File: src/rtl/dram_write_scatter.sv
// Write-back scatter: merges SRAM vectors into DRAM lines under (offset, length) chunk
// commands and emits each finished line with a per-word write mask.
module dram_write_scatter #(
    parameter int unsigned LBW    = 10,
    parameter int unsigned DBW    = 8,
    parameter int unsigned VSIZE  = 4,
    parameter int unsigned CSIZE  = 8,
    localparam int unsigned CV_BW1 = $clog2(VSIZE + 1),
    localparam int unsigned CC_BW  = $clog2(CSIZE)
) (
    input  logic                   i_clk,
    input  logic                   i_rst,
    input  logic                   alloc_rdy,
    output logic                   alloc_ack,
    input  logic [LBW:0]           i_size,
    input  logic                   sramrd_rdy,
    output logic                   sramrd_ack,
    input  logic [VSIZE*DBW-1:0]   i_sramrd,
    input  logic                   cmd_rdy,
    output logic                   cmd_ack,
    input  logic [CC_BW-1:0]       i_cmd_addrofs,
    input  logic [CV_BW1-1:0]      i_cmd_len,
    input  logic                   i_cmd_islast,
    output logic                   dramwr_rdy,
    input  logic                   dramwr_ack,
    output logic [CSIZE*DBW-1:0]   o_dramwr,
    output logic [CSIZE-1:0]       o_dramwr_mask
);

    localparam int unsigned VI_BW = (VSIZE > 1) ? $clog2(VSIZE) : 1;

    typedef enum logic [2:0] {
        StFree = 3'b001,
        StRun  = 3'b010,
        StSend = 3'b100
    } state_t;

    state_t                       state_r;
    logic [LBW:0]                 size_r;
    logic [LBW:0]                 sent_r;
    logic [CV_BW1-1:0]            vec_r;
    logic [CV_BW1-1:0]            cmd_handled_r;
    logic [CSIZE-1:0][DBW-1:0]    line_r;
    logic [CSIZE-1:0]             mask_r;

    logic [VSIZE-1:0][DBW-1:0]    vec_words;
    logic [CV_BW1-1:0]            vec_left;
    logic [CV_BW1-1:0]            cmd_left;
    logic [CV_BW1-1:0]            n;
    logic [LBW:0]                 sent_nx;
    logic                         step;
    logic [CC_BW:0]               dst_idx [VSIZE];
    logic [CV_BW1-1:0]            src_idx [VSIZE];

    assign vec_words = i_sramrd;

    always_comb begin
        vec_left   = CV_BW1'(VSIZE) - vec_r;
        cmd_left   = i_cmd_len - cmd_handled_r;
        n          = (vec_left < cmd_left) ? vec_left : cmd_left;
        sent_nx    = sent_r + (LBW + 1)'(n);
        step       = (state_r == StRun) && cmd_rdy && sramrd_rdy;
        alloc_ack  = (state_r == StFree) && alloc_rdy;
        cmd_ack    = step && (n == cmd_left);
        sramrd_ack = step && ((n == vec_left) || (sent_nx == size_r));
        dramwr_rdy = (state_r == StSend);
    end

    // The addrofs+len bound keeps every live destination below CSIZE, so no wrap handling.
    always_comb begin
        for (int k = 0; k < VSIZE; k++) begin
            dst_idx[k] = {1'b0, i_cmd_addrofs} + (CC_BW + 1)'(cmd_handled_r) + (CC_BW + 1)'(k);
            src_idx[k] = vec_r + CV_BW1'(k);
        end
    end

    always_ff @(posedge i_clk or negedge i_rst) begin
        if (!i_rst) begin
            state_r       <= StFree;
            size_r        <= '0;
            sent_r        <= '0;
            vec_r         <= '0;
            cmd_handled_r <= '0;
            line_r        <= '0;
            mask_r        <= '0;
        end else begin
            unique case (state_r)
                StFree: begin
                    if (alloc_rdy) begin
                        size_r        <= i_size;
                        sent_r        <= '0;
                        vec_r         <= '0;
                        cmd_handled_r <= '0;
                        if (i_size != '0) state_r <= StRun;
                    end
                end
                StRun: begin
                    if (step) begin
                        for (int k = 0; k < VSIZE; k++) begin
                            if (k < int'(n)) begin
                                line_r[dst_idx[k][CC_BW-1:0]] <= vec_words[src_idx[k][VI_BW-1:0]];
                                mask_r[dst_idx[k][CC_BW-1:0]] <= 1'b1;
                            end
                        end
                        sent_r        <= sent_nx;
                        cmd_handled_r <= cmd_ack ? '0 : cmd_handled_r + n;
                        vec_r         <= sramrd_ack ? '0 : vec_r + n;
                        if (cmd_ack && i_cmd_islast) state_r <= StSend;
                    end
                end
                StSend: begin
                    if (dramwr_ack) begin
                        mask_r  <= '0;
                        state_r <= (sent_r == size_r) ? StFree : StRun;
                    end
                end
                default: state_r <= StFree;
            endcase
        end
    end

    assign o_dramwr      = line_r;
    assign o_dramwr_mask = mask_r;

endmodule
File: config.mk
export PLATFORM = sky130hd
export DESIGN_NAME = dram_write_scatter
export DESIGN_NICKNAME = d
export VERILOG_FILES = /design/src/rtl/dram_write_scatter.sv
export SDC_FILE = /design/constraint.sdc
export NUM_CORES = 1
export LEC_CHECK = 0
export CAP_MARGIN = 0
export CORE_MARGIN = 3
export CORE_UTILIZATION = 45
export CTS_CLUSTER_DIAMETER = 100
export DETAILED_ROUTE_END_ITERATION = 8
export HOLD_SLACK_MARGIN = 0.15
export PLACE_DENSITY = 0.69
export SYNTH_ARGS = -nofsm -noshare
export SYNTH_HDL_FRONTEND = slang
export SYNTH_SLANG_ARGS = --single-unit
File: constraint.sdc
create_clock -name i_clk -period 12.49 [get_ports i_clk]
set_input_delay 1.249 -clock i_clk [delete_from_list [all_inputs] [get_ports i_clk]]
set_output_delay 1.249 -clock i_clk [all_outputs]
set_load 0.03 [all_outputs]
==> reports/summary.txt, run 1 <==
Outcome: finished clean
GR Util All Layers: 0.272
Area Growth Syn to Fin: 21.9%
Ys async rst share: 1.00
RSZ-0062 raised after global routing: false
Core Footprint: 16900 um2
Buf/Inv on CP: 5
Syn Inst Count: 787
Crit-path cells: clkdlybuf4s50_1, inv_1, ha_1, inv_1, fa_1, inv_1, ha_1, nor2b_1, a211oi_1, a21oi_1, ha_1, fa_1, a21o_1, a41o_1, a221oi_1, a31oi_1, a2111o_1, a21oi_1, clkdlybuf4s50_1
Slowest stage delay, CP: 0.73 ns
Most used flip-flop cell after synthesis: dfrtp_1
Fin. max-slew vios: 0
Synth area leader: dfrtp_1
Die width: 139 um
Worst skew pair latency: 0.36 ns
Final setup vio count: 0
Pleak: 0.00386 uW
Crit start category: primary input
Die height: 139 um
Vias in the first global route: 6987
Hold Buf Count CTS: 0
Net switching power: 1640 uW
Met1 wire length: 10700 um
Clk pwr share: 0.100
Achievable Freq: 125 MHz
Syn avg cell area: 10.1 um2
Clock Sinks: 103
CTS Buf Count: 9
Yosys reg bits: 103
Final setup TNS: 0 ns
Most frequent cell after synthesis: dfrtp_1
CP Capture Type: output port
Buffers on Ports: 131
Req. time, crit path: 11.24 ns
Share of layout cells above drive strength 1: 0.175
Post-route ant nets: 0
Crit path depth: 19
P_int: 1550 uW
Mapped Nets: 864
Synth cell count leaders: 102 x dfrtp_1, 84 x nand2_1, 65 x a221oi_1
Post-synth EDFFs: 0
Critical path fanouts, max: 6
Global route overflow: 0
CTS root buf: clkbuf_16
First-pass GRT wire length: 41600 um
Wirelength per Cell: 23.9 um
Routed WL: 26600 um
# DRC: 0
Worst Hold Class: flip-flop to flip-flop
Slew @ Worst Pin: 1.09 ns
Synth cell types: 60
Crit Path Class: primary input to output port
Synth Warn #: 0
Total Nets Final: 965
Max-Slew Margin vs Limit: 0.265
Number of iterations in the first detailed-routing pass: 5
Clock Skew: 0.00935 ns
Ant. Diodes: 0
Clk slew on worst S/H paths: 0.07 ns
R2R depth: 15
Row count: 47
Final core utilization: 0.572
Switching part of the total: 0.515
Pwr per Cell Area: 330 nW/um2
Fillers: 1507
CTS tree: done
Minimum clock period: 7.99 ns
Combinational share of power: 0.693
Total die area: 19200 um2
Met2 WL: 12200 um
Global placement routability congestion: 0.936
Post-synthesis cell area: 7910 um2
Max IR drop VDD: 0.184 mV
Slowest stage cell, crit path: clkdlybuf4s50_1
Final hold vios: 0
Top Ports: 132
Fin Hold WS: 0.498 ns
Antenna violations before repair: 0
Crit path max-delay family: compound AO/OA/AOI/OAI gates
# resized after CTS: 0
Met3 wire len: 2540 um
Setup bufs post-CTS: 0
Area contributors post-synth: dfrtp_1 32%, mux4_2 9.1%, a221oi_1 7.2%
Seq pwr share: 0.207
Mean number of vias per cell: 6.73
Crit path DAT: 6.75 ns
Max H-tree Level: 3
Crit share post-route: 0.640
Post-synth top area share: 0.323
Highest metal used: met4
Clk buf depth: 2
Starting Density: 0.469
Sequential share of the synthesized area: 0.326
Largest net degree at the start of global routing: 64
Hold depth: 2
# Max-Cap Violations: 0
Non-filler instance count after layout: 1113
DP HPWL: 18400 um
Inst Count DP: 1097
Vias post-DR: 7486
Iteration-0 DRC Markers: 1051
==> registers in the layout (all words and copies together) (netlist names) <==
register and flops:
vec_r 3, cmd_handled_r 3, sent_r 11, size_r 11
o_dramwr_mask 8, state_r 3, o_dramwr 64
==> power groups by stage <==
stage	logic, uW	registers, uW	clock network [uW]
final	2210	660	319
after global routing	2350	686	333
after CTS	2180	659	322
after detailed placement	2170	666	0
after global placement	2150	659	0
after floorplan	1340	829	0
==> worst reg2reg max path: stages, from the launching register on <==
cell	delay, ns
dfrtp_2	1.01
inv_1	0.20
ha_1	0.98
ha_1	0.37
nor2b_1	0.17
a211oi_1	0.43
a21oi_1	0.21
ha_1	0.25
fa_1	0.43
a21o_1	0.27
a41o_1	0.26
a221oi_1	0.24
a31oi_1	0.08
a2111o_1	0.53
and3_1	0.21
a22o_1	0.22
==> layout by cell type (no fill, tap or decap), types with 3 or more instances in the layout <==
cell,Yosys,layout
buf_4,0,7
nor2b_1,3,3
nor2_1,25,25
or2_1,3,3
inv_1,19,19
o21ai_0,25,25
and2_1,3,3
dfrtp_1,102,101
nor2_2,5,5
nor3b_2,4,4
mux2_2,50,50
and3_1,5,4
nor3_2,8,8
o31ai_1,5,5
nand3_1,13,13
nand2_1,84,84
o221a_2,24,24
a221oi_1,65,65
o21ai_1,31,31
xnor2_1,16,16
a22o_1,8,8
ha_1,16,16
nor3_1,7,7
nor4_1,4,4
clkbuf_16,0,9
a21oi_1,49,49
fa_1,5,5
xor2_1,16,16
o22ai_1,40,40
nand2b_1,10,10
a21o_1,4,4
mux2i_1,25,25
mux4_2,32,32
clkdlybuf4s50_1,0,130
o211ai_1,3,3
==> cells by family (layout without fill, tap and decap cells) <==
logic type                 Yosys count  count (layout)  synth area share
AOI/OAI and AO/OA                  270             270             0.247
xor gates and xnor gates            33              33            0.0383
adders and majority gates           21              21            0.0380
buffers and inverters               66             172            0.0375
DFF                                103             103             0.326
muxes                              107             107             0.194
and+or+nand+nor                    187             187             0.119
==> stage by stage <==
step	area, um2	power, uW	setup slack (ns)
after floorplan	7910	2170	5.64
after global placement	9320	2810	4.55
after detailed placement	9320	2840	4.51
after CTS	9650	3160	4.47
after global routing	9650	3370	4.00
final	9650	3190	4.50
==> cell type report <==
type	count	area (um2)	share of cell area
Clock buffer	10	239	0.0248
Clock inverter	6	90.1	0.00934
Inverter	19	71.3	0.00739
Multi-Input combinational cell	618	5040	0.522
Sequential cell	103	2580	0.267
Tap cell	220	275	0.0285
Timing Repair Buffer	137	1350	0.140
==> final timing paths <==
path                                   from          endpoint  slack [ns]
max                            i_cmd_len[0]        sramrd_ack        4.50
min                        o_dramwr_mask[2]  o_dramwr_mask[2]        0.50
max reg2reg                        vec_r[0]          vec_r[2]        6.53
min reg2reg                o_dramwr_mask[2]  o_dramwr_mask[2]        0.50
max in group asynchronous             i_rst      o_dramwr[41]       10.39
min in group asynchronous             i_rst      o_dramwr[19]        0.88
==> layer usage <==
metal	vias up	global-route usage
met2	427	0.418
met3	66	0.0452
met4	0	0.126
met1	3683	0.379
met5	-	0
li1	3310	-
(Power assumes the default switching activity.)
==> inputs of run 2 (changes only) <==
==> constraint.sdc (replaced) <==
create_clock -name i_clk -period 7.8 [get_ports i_clk]
set_input_delay 0.78 -clock i_clk [delete_from_list [all_inputs] [get_ports i_clk]]
set_output_delay 0.78 -clock i_clk [all_outputs]
set_load 0.03 [all_outputs]
==> run 2 against run 1 <==
Register-to-register slack got worse by 4.0 ns. Utilization decreased by 0.059 points. Cell area decreased by 0.10%. Global-route usage decreased by 0.15 points. Via count increased by 0.64%. Highest routed layer unchanged. Largest power group unchanged.
==> reports/summary.txt, run 2 (same netlist as run 1, synthesis figures left out) <==
Ant. Diodes: 0 (unchanged)
Outcome: finished clean (unchanged)
Most common cell after layout, fill and taps aside: clkdlybuf4s50_1 (unchanged)
Final hold vios: 0 (unchanged)
Fillers: 1506 (was 1507)
Worst skew pair latency: 0.36 ns (about the same)
Max-Slew Margin vs Limit: 0.243 (was 0.265)
P_int: 2440 uW (was 1550 uW)
Total Nets Final: 967 (was 965)
Final setup TNS: 0 ns (unchanged)
Critical path fanouts, max: 6 (unchanged)
Top Ports: 132 (unchanged)
Area Growth Syn to Fin: 21.8% (was 21.9%)
Hold Buf Count CTS: 0 (unchanged)
Wirelength per Cell: 24.0 um (was 23.9 um)
CTS root buf: clkbuf_16 (unchanged)
Achievable Freq: 142 MHz
Iteration-0 DRC Markers: 849 (was 1051)
Clock Skew: 0.0110 ns (was 0.00935 ns)
Total die area: 19200 um2 (unchanged)
Leading cell types in the layout, fill and taps excluded: 130 x clkdlybuf4s50_1, 101 x dfrtp_1, 84 x nand2_1 (unchanged)
Buf/Inv on CP: 5 (unchanged)
Buffers on Ports: 131 (unchanged)
Post-route ant nets: 0 (unchanged)
RSZ-0062 raised after global routing: false (unchanged)
Fin. max-slew vios: 0 (unchanged)
Global placement routability congestion: 0.910 (was 0.936)
Final setup vio count: 0 (unchanged)
Vias post-DR: 7534 (was 7486)
Crit share post-route: 0.903
Routed WL: 26700 um (was 26600 um)
Fin area: 9640 um2 (was 9650 um2)
Mean number of vias per cell: 6.76 (was 6.73)
Crit-path cells: clkdlybuf4s50_1, inv_1, ha_1, inv_1, fa_1, inv_1, ha_1, nor2b_1, a211oi_1, a21oi_1, ha_1, fa_1, a21o_1, a41o_1, a221oi_1, a31oi_1, a2111o_1, a21oi_1, clkdlybuf4s50_1 (unchanged)
Combinational share of power: 0.705 (was 0.693)
# resized after CTS: 0 (unchanged)
Die height: 139 um (unchanged)
Largest net degree at the start of global routing: 74 (was 64)
Pleak: 0.00386 uW (about the same)
Vias in the first global route: 7157 (was 6987)
GR Util All Layers: 0.271 (was 0.272)
Crit path max-delay family: compound AO/OA/AOI/OAI gates (unchanged)
Worst Hold Class: primary input to asynchronous set/reset pin (was flip-flop to flip-flop)
Clk pwr share: 0.094 (was 0.100)
Crit path DAT: 6.26 ns (was 6.75 ns)
Pwr per Cell Area: 527 nW/um2 (was 330 nW/um2)
# Max-Cap Violations: 0 (unchanged)
Clk buf depth: 2 (unchanged)
CTS Buf Count: 9 (unchanged)
# DRC: 0 (unchanged)
Net switching power: 2640 uW (was 1640 uW)
Core Footprint: 16900 um2 (unchanged)
Crit start category: primary input (unchanged)
Seq pwr share: 0.200 (was 0.207)
Req. time, crit path: 7.02 ns (was 11.24 ns)
Row count: 47 (unchanged)
Die width: 139 um (unchanged)
First-pass GRT wire length: 41200 um (was 41600 um)
Starting Density: 0.469 (unchanged)
Max IR drop VDD: 0.367 mV (was 0.184 mV)
Minimum clock period: 7.04 ns
Largest register FFs: 64 (unchanged)
Setup bufs post-CTS: 0 (unchanged)
Slowest stage delay, CP: 0.74 ns (was 0.73 ns)
Crit Path Class: primary input to output port (unchanged)
Slowest stage cell, crit path: clkdlybuf4s50_1 (unchanged)
CTS tree: done (unchanged)
Antenna violations before repair: 0 (unchanged)
Global route overflow: 0 (unchanged)
CP Capture Type: output port (unchanged)
Number of iterations in the first detailed-routing pass: 6 (was 5)
Area after DPL: 9330 um2 (was 9320 um2)
Slew @ Worst Pin: 1.13 ns (was 1.09 ns)
Share of layout cells above drive strength 1: 0.177 (was 0.175)
Clock Sinks: 103 (unchanged)
DP HPWL: 18400 um (about the same)
Switching part of the total: 0.519 (was 0.515)
Clk slew on worst S/H paths: 0.08 ns (was 0.07 ns)
Pwr Total: 5080 uW (was 3190 uW)
Max H-tree Level: 3 (unchanged)
[run 2: cell count changes in the layout (fill, tap and decap cells not counted)]
cell / before / now
clkbuf_8: 1 / 0
clkinvlp_4: 1 / 2
buf_4: 7 / 9
bufinv_16: 2 / 1
inv_8: 0 / 1
[run 2: through the flow]
step                      utilization  std cells  hold slack (ns)  setup slack (ns)
final                           0.571       1115            0.345             0.758
after global routing            0.571       1115            0.373             0.459
after CTS                       0.571       1115            0.356             0.765
after detailed placement        0.553       1099            0.483             0.787
after global placement          0.553       1099            0.473             0.821
after floorplan                     -        787            0.471              1.89
[run 2: path summary, 6_finish.rpt]
check / slack (ns) / to / cells after the start / from
max in group asynchronous: 6.15 / sent_r[1] / 2 / i_rst
min: 0.35 / o_dramwr[18] / 1 / i_rst
max: 0.76 / sramrd_ack / 19 / i_cmd_len[0]
min in group i_clk: 0.49 / o_dramwr_mask[7] / 2 / o_dramwr_mask[7]
min reg2reg: 0.49 / o_dramwr_mask[7] / 2 / o_dramwr_mask[7]
max reg2reg: 2.53 / vec_r[2] / 16 / vec_r[1]
[run 2: routing by layer]
metal  vias to the layer above  track usage  share of wire  routed length (um)
li1                       3316            -              -                   -
met1                      3639        0.371           0.41               10900
met2                       506        0.424           0.46               12400
met3                        73       0.0541          0.094                2510
met4                         0        0.110          0.036                 975
met5                         -            0              0                   0
[run 2: power groups by stage]
stage / registers (uW) / logic, uW / clock network [uW]
2_1_floorplan: 1330 / 2150 / 0
3_3_place_gp: 1020 / 3490 / 0
3_5_place_dp: 1030 / 3520 / 0
4_1_cts: 1020 / 3530 / 485
5_1_grt: 1050 / 3820 / 505
6_report: 1020 / 3580 / 479
[run 2: final cells by class]
class,instances,area (um2),area share
clock buffer,9,225,0.0234
sequential,103,2580,0.268
multi-input combinational,618,5040,0.523
clock inverter,7,78.8,0.00818
tap,220,275,0.0286
timing repair buffer,139,1370,0.142
inverter,19,71.3,0.00740
